$ cat config.mk
export PLATFORM = sky130hd
export DESIGN_NAME = sonar_tof_capture_flat
export DESIGN_NICKNAME = d
export VERILOG_FILES = /design/src/rtl/sonar_tof_capture_pkg.sv /design/src/rtl/sonar_tof_capture_if.sv /design/src/rtl/sonar_tof_capture_fifo.sv /design/src/rtl/sonar_tof_capture.sv /design/src/flat_wrapper.sv
export SDC_FILE = /design/constraint.sdc
export NUM_CORES = 1
export LEC_CHECK = 0
export CAP_MARGIN = 20
export CELL_PAD_IN_SITES_DETAIL_PLACEMENT = 2
export CELL_PAD_IN_SITES_GLOBAL_PLACEMENT = 2
export CORE_UTILIZATION = 30
export DETAILED_ROUTE_END_ITERATION = 7
export PLACE_DENSITY = 0.7
export SLEW_MARGIN = 15
export SYNTH_ARGS = -nofsm -noshare
export SYNTH_HDL_FRONTEND = slang
export SYNTH_HIERARCHICAL = 1
export SYNTH_SLANG_ARGS = --single-unit
$ cat constraint.sdc
create_clock -name wb_clk_i -period 9.7 [get_ports wb_clk_i]
set_input_delay 1.455 -clock wb_clk_i [delete_from_list [all_inputs] [get_ports wb_clk_i]]
set_output_delay 1.455 -clock wb_clk_i [all_outputs]
set_load 0.01 [all_outputs]
$ cat src/rtl/sonar_tof_capture_pkg.sv
// Shared definitions for the sonar time-of-flight capture block:
// register map, capture FSM states and STATUS field layout.
package sonar_tof_pkg;

  localparam logic [3:0] REG_CTRL    = 4'd0;
  localparam logic [3:0] REG_STATUS  = 4'd1;
  localparam logic [3:0] REG_DATA    = 4'd2;
  localparam logic [3:0] REG_HOLDOFF = 4'd3;

  localparam int CTRL_EN_BIT     = 0;
  localparam int CTRL_FLUSH_BIT  = 1;
  localparam int CTRL_IRQ_EN_BIT = 2;

  localparam int STAT_COUNT_LSB = 0;
  localparam int STAT_EMPTY_BIT = 5;
  localparam int STAT_OVF_BIT   = 6;
  localparam int STAT_FULL_BIT  = 7;
  localparam int STAT_STATE_LSB = 8;

  typedef enum logic [1:0] {
    ST_IDLE  = 2'd0,
    ST_ARMED = 2'd1,
    ST_HOLD  = 2'd2
  } tof_state_e;

  function automatic logic [15:0] pack_status(
    input logic [4:0] count,
    input logic       empty,
    input logic       ovf,
    input logic       full,
    input tof_state_e state
  );
    logic [15:0] s;
    s = '0;
    s[STAT_COUNT_LSB +: 5] = count;
    s[STAT_EMPTY_BIT]      = empty;
    s[STAT_OVF_BIT]        = ovf;
    s[STAT_FULL_BIT]       = full;
    s[STAT_STATE_LSB +: 2] = state;
    return s;
  endfunction

endpackage

$ cat src/rtl/sonar_tof_capture_if.sv
// 16-bit management slave port shared with SonarOnChip; the decoder-side
// master drives select/address/data, the capture block answers with ack/data.
interface sonar_tof_capture_if;
  logic        wb_valid_i;
  logic [3:0]  wbs_adr_i;
  logic [15:0] wbs_dat_i;
  logic        wbs_strb_i;
  logic        wbs_ack_o;
  logic [15:0] wbs_dat_o;

  modport master (
    output wb_valid_i, wbs_adr_i, wbs_dat_i, wbs_strb_i,
    input  wbs_ack_o, wbs_dat_o
  );

  modport slave (
    input  wb_valid_i, wbs_adr_i, wbs_dat_i, wbs_strb_i,
    output wbs_ack_o, wbs_dat_o
  );
endinterface

$ cat src/rtl/sonar_tof_capture_fifo.sv
// Small synchronous FIFO for timestamps. A push into a full FIFO is accepted
// when a pop happens in the same cycle; otherwise it is dropped and flagged.
module tof_fifo #(
  parameter int DEPTH = 8,
  parameter int WIDTH = 16
) (
  input  logic                     clk,
  input  logic                     rst_n,
  input  logic                     i_push,
  input  logic                     i_pop,
  input  logic                     i_flush,
  input  logic [WIDTH-1:0]         i_wr_data,
  output logic [WIDTH-1:0]         o_rd_data,
  output logic [$clog2(DEPTH):0]   o_count,
  output logic                     o_full,
  output logic                     o_empty,
  output logic                     o_drop
);

  localparam int AW = $clog2(DEPTH);

  logic [WIDTH-1:0] r_mem [DEPTH];
  logic [AW-1:0]    r_wr_ptr;
  logic [AW-1:0]    r_rd_ptr;
  logic [AW:0]      r_count;
  logic             w_do_push;
  logic             w_do_pop;

  assign o_count   = r_count;
  assign o_full    = (r_count == (AW+1)'(DEPTH));
  assign o_empty   = (r_count == '0);
  assign o_rd_data = r_mem[r_rd_ptr];

  assign w_do_pop  = i_pop & ~o_empty;
  assign w_do_push = i_push & (~o_full | w_do_pop);
  // A stamp discarded by a simultaneous flush is not an overflow.
  assign o_drop    = i_push & ~w_do_push & ~i_flush;

  always_ff @(posedge clk or negedge rst_n) begin
    if (!rst_n) begin
      r_wr_ptr <= '0;
      r_rd_ptr <= '0;
      r_count  <= '0;
    end else if (i_flush) begin
      r_wr_ptr <= '0;
      r_rd_ptr <= '0;
      r_count  <= '0;
    end else begin
      if (w_do_push) r_wr_ptr <= r_wr_ptr + 1'b1;
      if (w_do_pop)  r_rd_ptr <= r_rd_ptr + 1'b1;
      case ({w_do_push, w_do_pop})
        2'b10:   r_count <= r_count + 1'b1;
        2'b01:   r_count <= r_count - 1'b1;
        default: r_count <= r_count;
      endcase
    end
  end

  always_ff @(posedge clk) begin
    if (w_do_push) r_mem[r_wr_ptr] <= i_wr_data;
  end

endmodule

$ cat src/rtl/sonar_tof_capture.sv
// Echo time-of-flight capture: timestamps comparator rising edges relative to
// the last ping, buffers them in a FIFO and exposes them on the slave port.
module sonar_tof_capture
  import sonar_tof_pkg::*;
#(
  parameter int          DEPTH       = 8,
  parameter int          TS_WIDTH    = 16,   // at most 16
  parameter logic [7:0]  HOLDOFF_RST = 8'd4
) (
  input  logic                 wb_clk_i,
  input  logic                 wb_rst_n_i,
  sonar_tof_capture_if.slave   bus,
  input  logic                 ce_pcm,
  input  logic                 cmp_i,
  input  logic                 ping_i,
  output logic                 irq_o
);

  localparam int CW = $clog2(DEPTH) + 1;

  logic                r_cmp_s, r_cmp_p;
  logic                r_ping_s, r_ping_p;
  logic                w_cmp_edge, w_ping_edge;

  tof_state_e          r_state;
  logic [TS_WIDTH-1:0] r_ts;
  logic [7:0]          r_hold;
  logic                w_ts_max;
  logic                w_push;

  logic                r_en, r_irq_en, r_ovf, r_irq;
  logic [7:0]          r_holdoff;
  logic                r_ack, r_done;
  logic [15:0]         r_dat;

  logic                w_req, w_wr, w_rd;
  logic                w_pop, w_flush, w_ovf_clr;
  logic [15:0]         w_rd_mux;

  logic [TS_WIDTH-1:0] w_fifo_head;
  logic [CW-1:0]       w_fifo_count;
  logic                w_fifo_full, w_fifo_empty, w_fifo_drop;
  logic                w_unused_dat;

  assign w_unused_dat = ^bus.wbs_dat_i[15:8];

  always_ff @(posedge wb_clk_i or negedge wb_rst_n_i) begin
    if (!wb_rst_n_i) begin
      r_cmp_s  <= 1'b0;
      r_cmp_p  <= 1'b0;
      r_ping_s <= 1'b0;
      r_ping_p <= 1'b0;
    end else begin
      r_cmp_s  <= cmp_i;
      r_cmp_p  <= r_cmp_s;
      r_ping_s <= ping_i;
      r_ping_p <= r_ping_s;
    end
  end

  assign w_cmp_edge  = r_cmp_s & ~r_cmp_p;
  assign w_ping_edge = r_ping_s & ~r_ping_p;
  assign w_ts_max    = &r_ts;

  // A ping edge in the same cycle as an echo restarts the measurement instead.
  assign w_push = r_en & ~w_ping_edge & (r_state == ST_ARMED) & w_cmp_edge & ~w_ts_max;

  always_ff @(posedge wb_clk_i or negedge wb_rst_n_i) begin
    if (!wb_rst_n_i) begin
      r_state <= ST_IDLE;
      r_ts    <= '0;
      r_hold  <= '0;
    end else if (!r_en) begin
      r_state <= ST_IDLE;
      r_ts    <= '0;
    end else if (w_ping_edge) begin
      r_state <= ST_ARMED;
      r_ts    <= '0;
    end else begin
      case (r_state)
        ST_ARMED: begin
          if (w_ts_max) begin
            r_state <= ST_IDLE;
            r_ts    <= '0;
          end else begin
            if (ce_pcm) r_ts <= r_ts + 1'b1;
            if (w_cmp_edge) begin
              r_state <= ST_HOLD;
              r_hold  <= r_holdoff;
            end
          end
        end
        ST_HOLD: begin
          if (w_ts_max) begin
            r_state <= ST_IDLE;
            r_ts    <= '0;
          end else begin
            if (ce_pcm) r_ts <= r_ts + 1'b1;
            if (r_hold == '0)  r_state <= ST_ARMED;
            else if (ce_pcm)   r_hold  <= r_hold - 1'b1;
          end
        end
        default: begin
          r_state <= ST_IDLE;
          r_ts    <= '0;
        end
      endcase
    end
  end

  tof_fifo #(
    .DEPTH (DEPTH),
    .WIDTH (TS_WIDTH)
  ) u_fifo (
    .clk       (wb_clk_i),
    .rst_n     (wb_rst_n_i),
    .i_push    (w_push),
    .i_pop     (w_pop),
    .i_flush   (w_flush),
    .i_wr_data (r_ts),
    .o_rd_data (w_fifo_head),
    .o_count   (w_fifo_count),
    .o_full    (w_fifo_full),
    .o_empty   (w_fifo_empty),
    .o_drop    (w_fifo_drop)
  );

  // One request per select assertion; r_done blocks re-acks until select drops.
  assign w_req     = bus.wb_valid_i & ~r_done;
  assign w_wr      = w_req & bus.wbs_strb_i;
  assign w_rd      = w_req & ~bus.wbs_strb_i;
  assign w_pop     = w_rd & (bus.wbs_adr_i == REG_DATA) & ~w_fifo_empty;
  assign w_flush   = w_wr & (bus.wbs_adr_i == REG_CTRL) & bus.wbs_dat_i[CTRL_FLUSH_BIT];
  assign w_ovf_clr = w_wr & (bus.wbs_adr_i == REG_STATUS) & bus.wbs_dat_i[STAT_OVF_BIT];

  always_comb begin
    w_rd_mux = '0;
    case (bus.wbs_adr_i)
      REG_CTRL: begin
        w_rd_mux[CTRL_EN_BIT]     = r_en;
        w_rd_mux[CTRL_IRQ_EN_BIT] = r_irq_en;
      end
      REG_STATUS:  w_rd_mux = pack_status(5'(w_fifo_count), w_fifo_empty, r_ovf,
                                          w_fifo_full, r_state);
      REG_DATA:    w_rd_mux = w_fifo_empty ? 16'h0000 : 16'(w_fifo_head);
      REG_HOLDOFF: w_rd_mux[7:0] = r_holdoff;
      default:     w_rd_mux = '0;
    endcase
  end

  always_ff @(posedge wb_clk_i or negedge wb_rst_n_i) begin
    if (!wb_rst_n_i) begin
      r_ack  <= 1'b0;
      r_done <= 1'b0;
      r_dat  <= '0;
    end else begin
      r_ack <= w_req;
      r_dat <= w_rd ? w_rd_mux : 16'h0000;
      if (w_req)                 r_done <= 1'b1;
      else if (!bus.wb_valid_i)  r_done <= 1'b0;
    end
  end

  always_ff @(posedge wb_clk_i or negedge wb_rst_n_i) begin
    if (!wb_rst_n_i) begin
      r_en      <= 1'b0;
      r_irq_en  <= 1'b0;
      r_holdoff <= HOLDOFF_RST;
      r_ovf     <= 1'b0;
      r_irq     <= 1'b0;
    end else begin
      if (w_wr && bus.wbs_adr_i == REG_CTRL) begin
        r_en     <= bus.wbs_dat_i[CTRL_EN_BIT];
        r_irq_en <= bus.wbs_dat_i[CTRL_IRQ_EN_BIT];
      end
      if (w_wr && bus.wbs_adr_i == REG_HOLDOFF) r_holdoff <= bus.wbs_dat_i[7:0];
      if (w_fifo_drop)    r_ovf <= 1'b1;
      else if (w_ovf_clr) r_ovf <= 1'b0;
      r_irq <= (r_irq_en & ~w_fifo_empty) | r_ovf;
    end
  end

  assign bus.wbs_ack_o = r_ack;
  assign bus.wbs_dat_o = r_dat;
  assign irq_o         = r_irq;

endmodule
$ cat src/flat_wrapper.sv
// flat-port wrapper written by rule: the top's interface ports become plain ports
module sonar_tof_capture_flat import sonar_tof_pkg::*;
#(
  parameter int          DEPTH       = 8,
  parameter int          TS_WIDTH    = 16,                
  parameter logic [7:0]  HOLDOFF_RST = 8'd4
)
  (wb_clk_i, wb_rst_n_i, ce_pcm, cmp_i, ping_i, irq_o, bus_wb_valid_i, bus_wbs_adr_i, bus_wbs_dat_i, bus_wbs_strb_i, bus_wbs_ack_o, bus_wbs_dat_o);
  sonar_tof_capture_if bus_i ();
  input  logic wb_clk_i;
  input  logic wb_rst_n_i;
  input  logic ce_pcm;
  input  logic cmp_i;
  input  logic ping_i;
  output logic irq_o;
  input wire logic [$bits(bus_i.wb_valid_i)-1:0] bus_wb_valid_i;
  input wire logic [$bits(bus_i.wbs_adr_i)-1:0] bus_wbs_adr_i;
  input wire logic [$bits(bus_i.wbs_dat_i)-1:0] bus_wbs_dat_i;
  input wire logic [$bits(bus_i.wbs_strb_i)-1:0] bus_wbs_strb_i;
  output wire logic [$bits(bus_i.wbs_ack_o)-1:0] bus_wbs_ack_o;
  output wire logic [$bits(bus_i.wbs_dat_o)-1:0] bus_wbs_dat_o;
  assign bus_i.wb_valid_i = bus_wb_valid_i;
  assign bus_i.wbs_adr_i = bus_wbs_adr_i;
  assign bus_i.wbs_dat_i = bus_wbs_dat_i;
  assign bus_i.wbs_strb_i = bus_wbs_strb_i;
  assign bus_wbs_ack_o = bus_i.wbs_ack_o;
  assign bus_wbs_dat_o = bus_i.wbs_dat_o;
  sonar_tof_capture #(.DEPTH(DEPTH), .TS_WIDTH(TS_WIDTH), .HOLDOFF_RST(HOLDOFF_RST)) u_core (.wb_clk_i(wb_clk_i), .wb_rst_n_i(wb_rst_n_i), .bus(bus_i), .ce_pcm(ce_pcm), .cmp_i(cmp_i), .ping_i(ping_i), .irq_o(irq_o));
endmodule
* After elaboration in Yosys (flattened, before gate mapping)
Memories as Yosys holds them, arrays and structs flattened.
Index checks and enable logic that the tools add are counted.
** Operators by class
- Muxes and demuxes :: 37
- Add/subtract/negate cells :: 6
- Bitwise logic cells :: 32
- Reduce and logical (&&, ||, !) cells :: 14
- Equal/unequal tests :: 17
** Operators by type and width (number)
- $mux 16 :: 7
- $mux 8 :: 5
- $pmux 8 s2 :: 2
- $and 1x1->1 :: 20
- $add 16x1->16 const B :: 1
- $reduce_and 16->1 :: 1
- $pmux 5 s3 :: 1
- $mux 2 :: 6
- $mux 3 :: 4
- $ne 5x3->1 const B :: 2
- $not 1->1 :: 10
- $eq 4x2->1 const B :: 2
- $logic_not 4->1 :: 2
- $logic_not 8->1 :: 1
- $ne 2x2->1 const B :: 4
- $pmux 1 s4 :: 2
- $pmux 4 s2 :: 1
- $reduce_and 8->1 :: 1
- $reduce_bool 2->1 :: 4
- $sub 8x1->8 const B :: 1
- $add 3x1->3 const B :: 2
- $mux 1 :: 6
- $ne 5x2->1 const B :: 1
- $add 4x1->4 const B :: 1
- 14 further kinds :: 19
** Word-level totals
- Output and inout port bits :: 18
- Flip-flop bits (word level) :: 70
- Memories kept :: 1
- Memory bits (writable) :: 128
- Logic and storage cells :: 125
** Memory list
- u_core.u_fifo.r_mem :: words 8, width 16, read ports 1, clocked after Yosys merged registers in 0, write ports 1, line sonar_tof_capture_fifo.sv:22 : logic [WIDTH-1:0] r_mem [DEPTH];

* Logic depth before layout (Yosys ltp)
Gate-level depths: netlist of run 1.
- Depth after elaboration :: 12
- Depth in mapped cells :: 14

* Hierarchy
Netlist of run 1, hierarchy kept.
** By module, submodules not included
- tof_fifo :: seq. area each 4093.9 µm², cells each 262, instances 1, area an instance 5481.5 µm²
- sonar_tof_capture :: seq. area each 1502.7 µm², cells each 285, instances 1, area an instance 2924.1 µm²

* Worst setup path after synthesis of run 1
No wires, ideal clock.
- Path kind :: input to register
- Start :: input port bus_wb_valid_i
- End :: memory u_core.u_fifo.r_mem[0][0] (enable)
- Setup slack :: 5.049 ns
- Cell stages on the path :: 9
- Buffers on the path :: 2
- Data required time :: 9.291 ns
- Data arrival time :: 4.242 ns
- Cell sequence :: nor2b_1 > nand2b_1 > nor3_1 > and3_1 > clkbuf_1 > clkbuf_1 > o21ai_2 > or2_2 > nor3_1
** Between the ends
- Longest elaborated chain between the ends :: 9
** Ends and longest elaborated chain
- start: declaration :: line flat_wrapper.sv:16 : input wire logic [$bits(bus_i.wb_valid_i)-1:0] bus_wb_valid_i;
- $and 1x1->1 :: line sonar_tof_capture.sv:129 : assign w_req = bus.wb_valid_i & ~r_done;
- $and 1x1->1 :: line sonar_tof_capture.sv:131 : assign w_rd = w_req & ~bus.wbs_strb_i;
- $and 1x1->1 (2 in a row) :: line sonar_tof_capture.sv:132 : assign w_pop = w_rd & (bus.wbs_adr_i == REG_DATA) & ~w_fifo_empty;
- via u_core.w_pop :: line sonar_tof_capture.sv:37 : logic w_pop, w_flush, w_ovf_clr;
- $and 1x1->1 :: line sonar_tof_capture_fifo.sv:34 : assign w_do_pop = i_pop & ~o_empty;
- $or 1x1->1 :: line sonar_tof_capture_fifo.sv:35 : assign w_do_push = i_push & (~o_full | w_do_pop);
- $and 1x1->1 :: line sonar_tof_capture_fifo.sv:35
- $mux 1 :: line sonar_tof_capture_fifo.sv:60 : if (w_do_push) r_mem[r_wr_ptr] <= i_wr_data;
- $mux 1 (implied by the code) :: line sonar_tof_capture_fifo.sv:60
- end: declaration :: line sonar_tof_capture_fifo.sv:22
The timed path passes the listed nets, and every way through them passes these cells.

* Worst setup path after layout of run 1
- Start :: input port bus_wb_valid_i
- End :: register u_core.u_fifo.r_count[3] (netlist: u_core/u_fifo/o_count[3])
** Between the ends
- Longest elaborated chain between the ends :: 10
- Elaborated cells between the ends (all ways) :: 15
** Ends and longest elaborated chain
- $and 1x1->1 * :: line sonar_tof_capture.sv:129
- via u_core.w_req :: line sonar_tof_capture.sv:36 : logic w_req, w_wr, w_rd;
- $and 1x1->1 :: line sonar_tof_capture.sv:131
- $and 1x1->1 (2 in a row) :: line sonar_tof_capture.sv:132
- $and 1x1->1 :: line sonar_tof_capture_fifo.sv:34
- $or 1x1->1 :: line sonar_tof_capture_fifo.sv:35
- $and 1x1->1 :: line sonar_tof_capture_fifo.sv:35
- $eq 2x1->1 / $eq 2x2->1 (equally long branches) :: line sonar_tof_capture_fifo.sv:51 : case ({w_do_push, w_do_pop})
- $pmux 4 s2 :: line sonar_tof_capture_fifo.sv:51
- $mux 4 :: line sonar_tof_capture_fifo.sv:44 : end else if (i_flush) begin
- end signal: assignment :: line sonar_tof_capture_fifo.sv:52 : 2'b10: r_count <= r_count + 1'b1;
- end signal: assignment :: line sonar_tof_capture_fifo.sv:53 : 2'b01: r_count <= r_count - 1'b1;
- end signal: assignment :: line sonar_tof_capture_fifo.sv:54 : default: r_count <= r_count;
- end: declaration :: line sonar_tof_capture_fifo.sv:25 : logic [AW:0] r_count;
The timed path passes the listed nets; every way through them passes the cells marked *.
A chain may end at the register's enable or synchronous reset.

==> results of run 1 <==
## per-stage QoR
step	hold WS [ps]	setup WS (ps)	area [µm²]	cells
floorplan	346	5050	8410	547
global placement	354	4530	9170	935
detailed placement	362	4270	9170	935
CTS	379	4660	9760	967
global route	398	4370	9790	968
finish	375	4740	9790	968
## Yosys cell counts, drive strengths merged (4+ instances only)
cell type  instances
and2               9
nor2              57
ha                 9
nor4               8
a22oi              5
nor3               9
edfxtp           128
inv               11
nand4              9
a21oi              8
buf               10
o21ai              8
dfrtp             69
a211oi             6
nor2b              4
mux2i             11
mux2              26
o211ai             6
xor2              11
nand3             11
nand2             25
xnor2             10
or4                4
mux4              32
clkbuf            16
## routing by layer
metal  GRT usage  share of wire  vias to the layer above
met2       0.271           0.52                       79
li1            -              -                     2142
met4      0.0501          0.015                        0
met1       0.195           0.43                     2582
met5           0              0                        -
met3      0.0229          0.035                       22
## report_power, final
group,leakage (nW),internal [mW],switching [mW],total (mW)
Sequential,2.13,0.903,0.0158,0.919
Combinational,1.10,0.0232,0.0270,0.0502
Clock,0.289,0.387,0.330,0.718
Total,3.52,1.31,0.373,1.69
## sequential cells by signal (all words and copies together), names as in the netlist, 2 cells and up
| signal | flops |
|---|---|
| u_core/u_fifo/r_mem | 128 |
| u_core/bus.wbs_dat_o | 16 |
| u_core/r_ts | 16 |
| u_core/r_hold | 8 |
| u_core/r_holdoff | 8 |
| u_core/u_fifo/o_count | 4 |
| u_core/u_fifo/r_rd_ptr | 3 |
| u_core/u_fifo/r_wr_ptr | 3 |
| u_core/r_state | 2 |
## final cells by class
cell class / count / area, µm² / area share
Clock buffer: 17 / 425 / 0.0434
Timing Repair Buffer: 45 / 445 / 0.0455
Tap cell: 372 / 465 / 0.0475
Inverter: 11 / 41.3 / 0.00422
Multi-Input combinational cell: 310 / 2650 / 0.271
Sequential cell: 198 / 5600 / 0.572
Clock inverter: 15 / 166 / 0.0170
## worst paths after layout
check                                    startpoint                         to  slack (ps)  depth (start not counted)
max reg2reg                u_core/u_fifo/o_count[0]   u_core/u_fifo/o_count[3]        5680                         11
max in group asynchronous                wb_rst_n_i  u_core/u_fifo/r_rd_ptr[1]        7900                          1
max                                  bus_wb_valid_i   u_core/u_fifo/o_count[3]        4740                         12
min                                 u_core/r_ping_s            u_core/r_ping_p         380                          0
min reg2reg                         u_core/r_ping_s            u_core/r_ping_p         380                          0
min in group asynchronous                wb_rst_n_i   u_core/u_fifo/o_count[0]        1160                          1
## kinds of logic after synthesis
| family | count (synthesis) | synth area share |
|---|---|---|
| multiplexers | 69 | 0.134 |
| adder cells (fa/ha/maj) | 10 | 0.0158 |
| AO/OA/AOI/OAI | 54 | 0.0467 |
| flip-flops | 198 | 0.666 |
| XOR/XNOR | 21 | 0.0219 |
| AND/OR/NAND/NOR | 156 | 0.0944 |
| buffers and inverters | 39 | 0.0217 |
==> run summary, run 1 <==
Fin. Hold Viols: 0
chip height: 169 µm
area leader, netlist: edfxtp_1
worst path required time: 9970 ps
Highest Clock Rate: 201 MHz
most common cell after layout, fill and taps aside: edfxtp_1
layout cells sized above 1: 0.200
final setup TNS: 0 ps
# IOs: 45
initial antenna violation count: 0
drt initial violations: 228
worst-margin pin slew: 1080 ps
Core Util, Final: 0.359
share of Yosys cell area claimed by the top area cell type: 0.457
row count: 60
Setup-failing EPs final: 0
total power: 1.69 mW
die footprint: 28700 µm²
hpwl dp: 13.6 mm
CTS Hold Buffers Added: 0
number of H-tree levels: 4
area added between synthesis and finish: 16.5%
#FFs+latches synth: 198
first-pass GRT wire length: 32.5 mm
post-cts sizing count: 0
Placer Congestion: 0.800
Sink Count: 198
CTS tree: built
Setup Buffers After CTS: 0
crit path launch type: input port
CTS Buffer Depth: 2
Cell variety after synth: 62
fin crit share: 0.512
number of enable flip-flop cells after synthesis: 128
drt wl/cell: 21.5 µm
vias: 4825
final wirelength: 20.8 mm
critical path class: input port to flip-flop
Initial Util: 0.308
Slew Limit Fails: 0
maximum VDD drop: 106 µV
syn avg cell area: 15.4 µm²
clk slew on worst S/H paths: 70 ps
first-pass iteration count of the detailed router: 4
Seq/Total Area, Yosys: 0.666
fillers: 2699
Vias per Instance: 4.98
Hold Crit Class: flip-flop to flip-flop
top cell family by delay on the critical path: simple AND/OR/NAND/NOR gates
DRC viols: 0
slowest stage delay, CP: 720 ps
cts bufs inserted: 17
Layout Nets: 620
Leakage Power: 3.52 nW
power density over cell area: 172 nW/µm²
worst path cell trace: clkdlybuf4s50_1 -> nor2b_1 -> nand2b_1 -> nor3_1 -> and3_1 -> o21ai_2 -> nor2_1 -> ha_1 -> a211oi_1 -> o21ai_0 -> a31oi_1 -> a21oi_1
most frequent cells in the layout: edfxtp_1, dfrtp_1, nor2_1
Buf/Inv on CP: 1
ys async rst share: 0.354
total global routing overflow: 0
leading post-synthesis cells by cell area: edfxtp_1, dfrtp_1, mux4_2
status: completed
worst skew pair latency: 430 ps
diodes inserted: 0
vias in the first global route: 5371
endpoint class of the critical path: flip-flop
Synth Flop Type: edfxtp_1
RSZ-0062 raised after global routing: no
Die Width: 169 µm
synthesized netlist cell count: 547
Period minus WS final: 4960 ps
Mapped Nets: 584
IO Port Bufs: 36
max-cap viol count: 0
Detail Route Antenna Nets: 0
cell area after synthesis: 8410 µm²
slowest CP cell: and3_1
core area: 27300 µm²
total track usage: 0.154
Rel. slew slack: 0.280
crit path DAT: 5230 ps
largest net degree at the start of global routing: 71
Synth Warn #: 6
CP max FO: 16
clk root buf: clkbuf_16
Setup Skew: 12.7 ps
Power figures use the tool's default switching activity.
==> run 2: changes to the inputs <==
--- a/config.mk
+++ b/config.mk
@@ -10,7 +10,7 @@
 export CELL_PAD_IN_SITES_GLOBAL_PLACEMENT = 2
 export CORE_UTILIZATION = 30
 export DETAILED_ROUTE_END_ITERATION = 7
-export PLACE_DENSITY = 0.7
+export PLACE_DENSITY = 0.72
 export SLEW_MARGIN = 15
 export SYNTH_ARGS = -nofsm -noshare
 export SYNTH_HDL_FRONTEND = slang
==> constraint.sdc (replaced) <==
create_clock -name wb_clk_i -period 4 [get_ports wb_clk_i]
set_input_delay 0.6 -clock wb_clk_i [delete_from_list [all_inputs] [get_ports wb_clk_i]]
set_output_delay 0.6 -clock wb_clk_i [all_outputs]
set_load 0.01 [all_outputs]
==> run 2 against run 1 <==
Against the previous run:
- sequential power rose by 140%
- sequential share of layout area fell by 0.17 points
- hold slack got worse by 65 ps
- setup slack got worse by 4100 ps
- combinational power rose by 150%
- largest cell class unchanged
- total power rose by 140%
- core utilization rose by 0.11 points
- first-iteration DRC count rose by 37%
- routed wire length rose by 1.7%
==> run summary, run 2 (synthesized netlist as in run 1, its figures left out) <==
status: completed
fin crit share: 0.853
Period minus WS final: 3410 ps
first-pass iteration count of the detailed router: 6
CTS tree: built
CTS Hold Buffers Added: 0
Initial Util: 0.308
Setup Skew: 16.3 ps
chip height: 169 µm
CP max FO: 7
Largest Register: u_core/u_fifo/r_mem
Placer Congestion: 0.799
Sink Count: 198
drt initial violations: 312
CTS Buffer Depth: 2
total track usage: 0.160
clk slew on worst S/H paths: 80 ps
final wirelength: 21.2 mm
Rel. slew slack: 0.355
endpoint class of the critical path: flip-flop
worst r2r src: u_core/u_fifo/o_count[0]
Die Width: 169 µm
post-cts sizing count: 0
crit path DAT: 3730 ps
Hold Crit Class: input port to asynchronous set/reset pin
core area: 27300 µm²
Leakage Power: 3.70 nW
clk root buf: clkbuf_16
Setup-failing EPs final: 0
Layout Nets: 626
power density over cell area: 417 nW/µm²
hpwl dp: 13.7 mm
crit path launch type: flip-flop
worst path required time: 4320 ps
die footprint: 28700 µm²
Slew Limit Fails: 0
worst-margin pin slew: 967 ps
area added between synthesis and finish: 16.8%
vias: 4810
maximum VDD drop: 287 µV
IO Port Bufs: 36
cts bufs inserted: 17
final setup TNS: 0 ps
number of flip-flops under the largest register name: 128
most frequent cells in the layout: edfxtp_1, dfrtp_1, nor2_1
Setup Buffers After CTS: 0
worst skew pair latency: 440 ps
fillers: 2698
drt wl/cell: 21.7 µm
layout cells sized above 1: 0.206
row count: 60
initial antenna violation count: 0
Highest Clock Rate: 293 MHz
total global routing overflow: 0
Core Util, Final: 0.360
first-pass GRT wire length: 33.6 mm
critical path class: flip-flop to flip-flop
DRC viols: 0
most common cell after layout, fill and taps aside: edfxtp_1
Fin. Hold Viols: 0
Detail Route Antenna Nets: 0
largest net degree at the start of global routing: 71
number of H-tree levels: 4
max-cap viol count: 0
Vias per Instance: 4.94
vias in the first global route: 5491
CP startpoint: u_core/u_fifo/o_count[0]
RSZ-0062 raised after global routing: no
diodes inserted: 0
# IOs: 45
## run 2: cell count changes in the layout (fill, tap and decap cells not counted), moves of 2 or more
cell,before,now
buf_4,9,16
clkinv_8,0,3
clkinv_2,2,0
nor3_4,2,0
inv_8,2,5
nor3_2,0,2
inv_6,5,3
## run 2: worst max-delay path, cell delays in order, from the launching register on
cell      delay, ps
dfrtp_1         510
or3_1           530
nor2_1          290
nor2_1          200
and3_1          240
o21ai_2         120
nor2_1          130
ha_1            330
a211oi_1        120
or4_1           550
a31oi_1         200
a21oi_1          80
## run 2: final timing paths
kind,end,slack (ps),depth (start not counted)
worst max-delay path,u_core/u_fifo/o_count[3],590,11
worst min-delay path,u_core/bus.wbs_dat_o[11],310,1
worst max register to register,u_core/u_fifo/o_count[3],590,11
worst min register to register,u_core/r_ping_p,380,0
max in group asynchronous,u_core/u_fifo/r_rd_ptr[1],3030,1
min in group wb_clk_i,u_core/r_ping_p,380,0
## run 2: stage by stage
step	area [µm²]	total power [mW]	instances	setup WS, ps	hold slack [ps]
after global routing	9820	4.23	974	351	370
after detailed placement	9210	2.39	942	424	364
after global placement	9210	2.39	942	536	354
after CTS	9820	4.14	974	562	348
after floorplan	8410	2.32	547	204	304
final	9820	4.09	974	586	310
## run 2: final cells by class
cell class | count | area [µm²] | area share
Sequential cell | 198 | 5600 | 0.570
Multi-Input combinational cell | 310 | 2640 | 0.268
Timing Repair Buffer | 51 | 470 | 0.0479
Clock inverter | 15 | 183 | 0.0186
Inverter | 11 | 41.3 | 0.00420
Clock buffer | 17 | 425 | 0.0433
Tap cell | 372 | 465 | 0.0474
## run 2: report_power, final
| group | internal [mW] | switching (mW) | total [mW] |
|---|---|---|---|
| clock network | 0.902 | 0.838 | 1.74 |
| logic | 0.0580 | 0.0658 | 0.124 |
| registers | 2.19 | 0.0372 | 2.23 |
## run 2: routing by layer
layer | part of all wire | global-route usage
met1 | 0.42 | 0.201
met2 | 0.53 | 0.283
met3 | 0.041 | 0.0245
met4 | 0.012 | 0.0486
met5 | 0 | 0
==> run 3: changes to the inputs <==
--- a/config.mk
+++ b/config.mk
@@ -11,6 +11,7 @@
 export CORE_UTILIZATION = 30
 export DETAILED_ROUTE_END_ITERATION = 7
 export PLACE_DENSITY = 0.72
+export REMOVE_ABC_BUFFERS = 1
 export SLEW_MARGIN = 15
 export SYNTH_ARGS = -nofsm -noshare
 export SYNTH_HDL_FRONTEND = slang
==> run 3 against run 2 <==
Against the previous run:
- routed wire length is essentially flat
- count of clock-buffer cells in the layout up 3
- final area is 0.39% lower
- largest cell class unchanged
- combinational power hardly changed
- largest power group unchanged
- setup slack worse by 8.4 ps
- final cell count is 0.21% higher
- flip-flop and latch count unchanged
- clock power shrank 5%
- clock skew shrank 6.0 ps
- via count fell by 1.3%
- sequential share of layout area increased by 0.21 points
==> run summary, run 3 (synthesized netlist as in run 1, its figures left out) <==
status: completed
critical path class: flip-flop to flip-flop
number of flip-flops under the largest register name: 128
largest net degree at the start of global routing: 71
power density over cell area: 409 nW/µm²
Post-Route M1 WL: 9.19 mm
drt wl/cell: 21.7 µm
Detail Route Antenna Nets: 0
Sw Ratio: 0.223
dpl ws: 310 ps
total track usage: 0.158
first-pass iteration count of the detailed router: 4
Reg power frac: 0.557
max-cap viol count: 0
drt initial violations: 245
Psw: 893 µW
worst-margin pin slew: 1030 ps
Met2 Wirelength: 11.0 mm
core area: 27300 µm²
layout cells sized above 1: 0.206
detailed route wirelength on metal3: 720 µm
worst r2r dst: u_core/u_fifo/o_count[3]
IO Port Bufs: 36
cts bufs inserted: 17
Rel. slew slack: 0.314
Reg area: 5600 µm²
Combinational Power Share: 0.031
Setup Buffers After CTS: 0
first-pass GRT wire length: 32.9 mm
Hold Crit Class: input port to asynchronous set/reset pin
Sink Count: 198
worst skew pair latency: 440 ps
most frequent cells in the layout: edfxtp_1, dfrtp_1, nor2_1
Vias per Instance: 4.86
vias: 4746
clk slew on worst S/H paths: 70 ps
register-to-register setup slack: 580 ps
crit path DAT: 3700 ps
worst path required time: 4280 ps
post-cts sizing count: 0
Slew Limit Fails: 0
CTS Hold Buffers Added: 0
DRC viols: 0
Leakage Power: 3.67 nW
fillers: 2675
Setup-failing EPs final: 0
row count: 60
final wirelength: 21.2 mm
Int Pwr: 3.10 mW
worst r2r src: u_core/r_ts[0]
die footprint: 28700 µm²
hpwl dp: 14.1 mm
CTS tree: built
DP Cell Count: 943
setup ws final: 578 ps
initial antenna violation count: 0
Period minus WS final: 3420 ps
Fin. Hold Viols: 0
fin crit share: 0.856
Clock power frac: 0.412
most common cell after layout, fill and taps aside: edfxtp_1
endpoint class of the critical path: flip-flop
crit path launch type: flip-flop
Die Width: 169 µm
chip height: 169 µm
Highest Clock Rate: 292 MHz
final setup TNS: 0 ps
CTS Buffer Depth: 2
area added between synthesis and finish: 16.4%
footprint of the multi-input gates: 2640 µm²
R2R depth: 11
Post-Layout Cell Count: 976
top sig layer: met4
maximum VDD drop: 185 µV
vias in the first global route: 5341
Layout Nets: 627
Placer Congestion: 0.784
Largest Register: u_core/u_fifo/r_mem
# IOs: 45
Setup Skew: 10.3 ps
clk root buf: clkbuf_16
number of H-tree levels: 4
CP max FO: 12
Core Util, Final: 0.359
Initial Util: 0.308
total global routing overflow: 0
RSZ-0062 raised after global routing: no
worst hold margin: 302 ps
==> run 3: cell count changes in the layout (fill, tap and decap cells not counted), moves of 2 or more <==
cell / previous run / this run
clkinvlp_4: 0 / 6
inv_8: 5 / 1
clkinv_8: 3 / 0
clkinv_2: 0 / 2
==> run 3: layout make-up <==
type	count	share of cell area
sequential	198	0.572
timing repair buffer	52	0.0489
clock inverter	12	0.00947
tap	372	0.0476
clock buffer	20	0.0478
inverter	11	0.00422
antenna	1	0.000256
multi-input combinational	310	0.270
==> run 3: how the worst max path moves through the flow <==
stage	from	to	cells past startpoint	slack, ps
6_report	u_core/r_ts[0]	u_core/u_fifo/o_count[3]	11	580
5_1_grt	u_core/r_ts[0]	u_core/u_fifo/o_count[3]	11	290
4_1_cts	u_core/r_ts[0]	u_core/u_fifo/o_count[3]	11	570
3_5_place_dp	bus_wb_valid_i	u_core/u_fifo/o_count[3]	12	310
3_3_place_gp	bus_wb_valid_i	u_core/u_fifo/o_count[3]	12	440
2_1_floorplan	u_core/r_ts[0]	u_core/u_fifo/r_mem[0][0]	8	290
==> run 3: routing by layer <==
layer / vias to the layer above / track usage
li1: 2160 / -
met2: 59 / 0.271
met4: 0 / 0.0431
met1: 2509 / 0.203
met5: - / 0
met3: 18 / 0.0289
==> run 3: power groups by stage <==
stage | Clock [mW] | Combinational (mW) | Sequential, mW
floorplan | 0 | 0.0586 | 2.25
finish | 1.65 | 0.122 | 2.23
detailed placement | 0 | 0.124 | 2.27
global placement | 0 | 0.118 | 2.27
CTS | 1.69 | 0.125 | 2.23
global route | 1.76 | 0.136 | 2.23
==> run 3: worst max-delay path, stage by stage (launching register included) <==
cell	delay (ps)
dfrtp_1	530
ha_1	330
nand3_1	140
or4_4	170
nand2_1	100
nor3_1	560
nor2_1	210
ha_1	320
a211oi_1	110
or4_1	530
a31oi_1	180
a21oi_1	90
==> run 3: through the flow <==
| step | total power, mW | area (µm²) |
|---|---|---|
| 2_1_floorplan | 2.31 | 8260 |
| 3_3_place_gp | 2.38 | 9220 |
| 3_5_place_dp | 2.39 | 9220 |
| 4_1_cts | 4.04 | 9780 |
| 5_1_grt | 4.13 | 9780 |
| 6_report | 4.00 | 9780 |
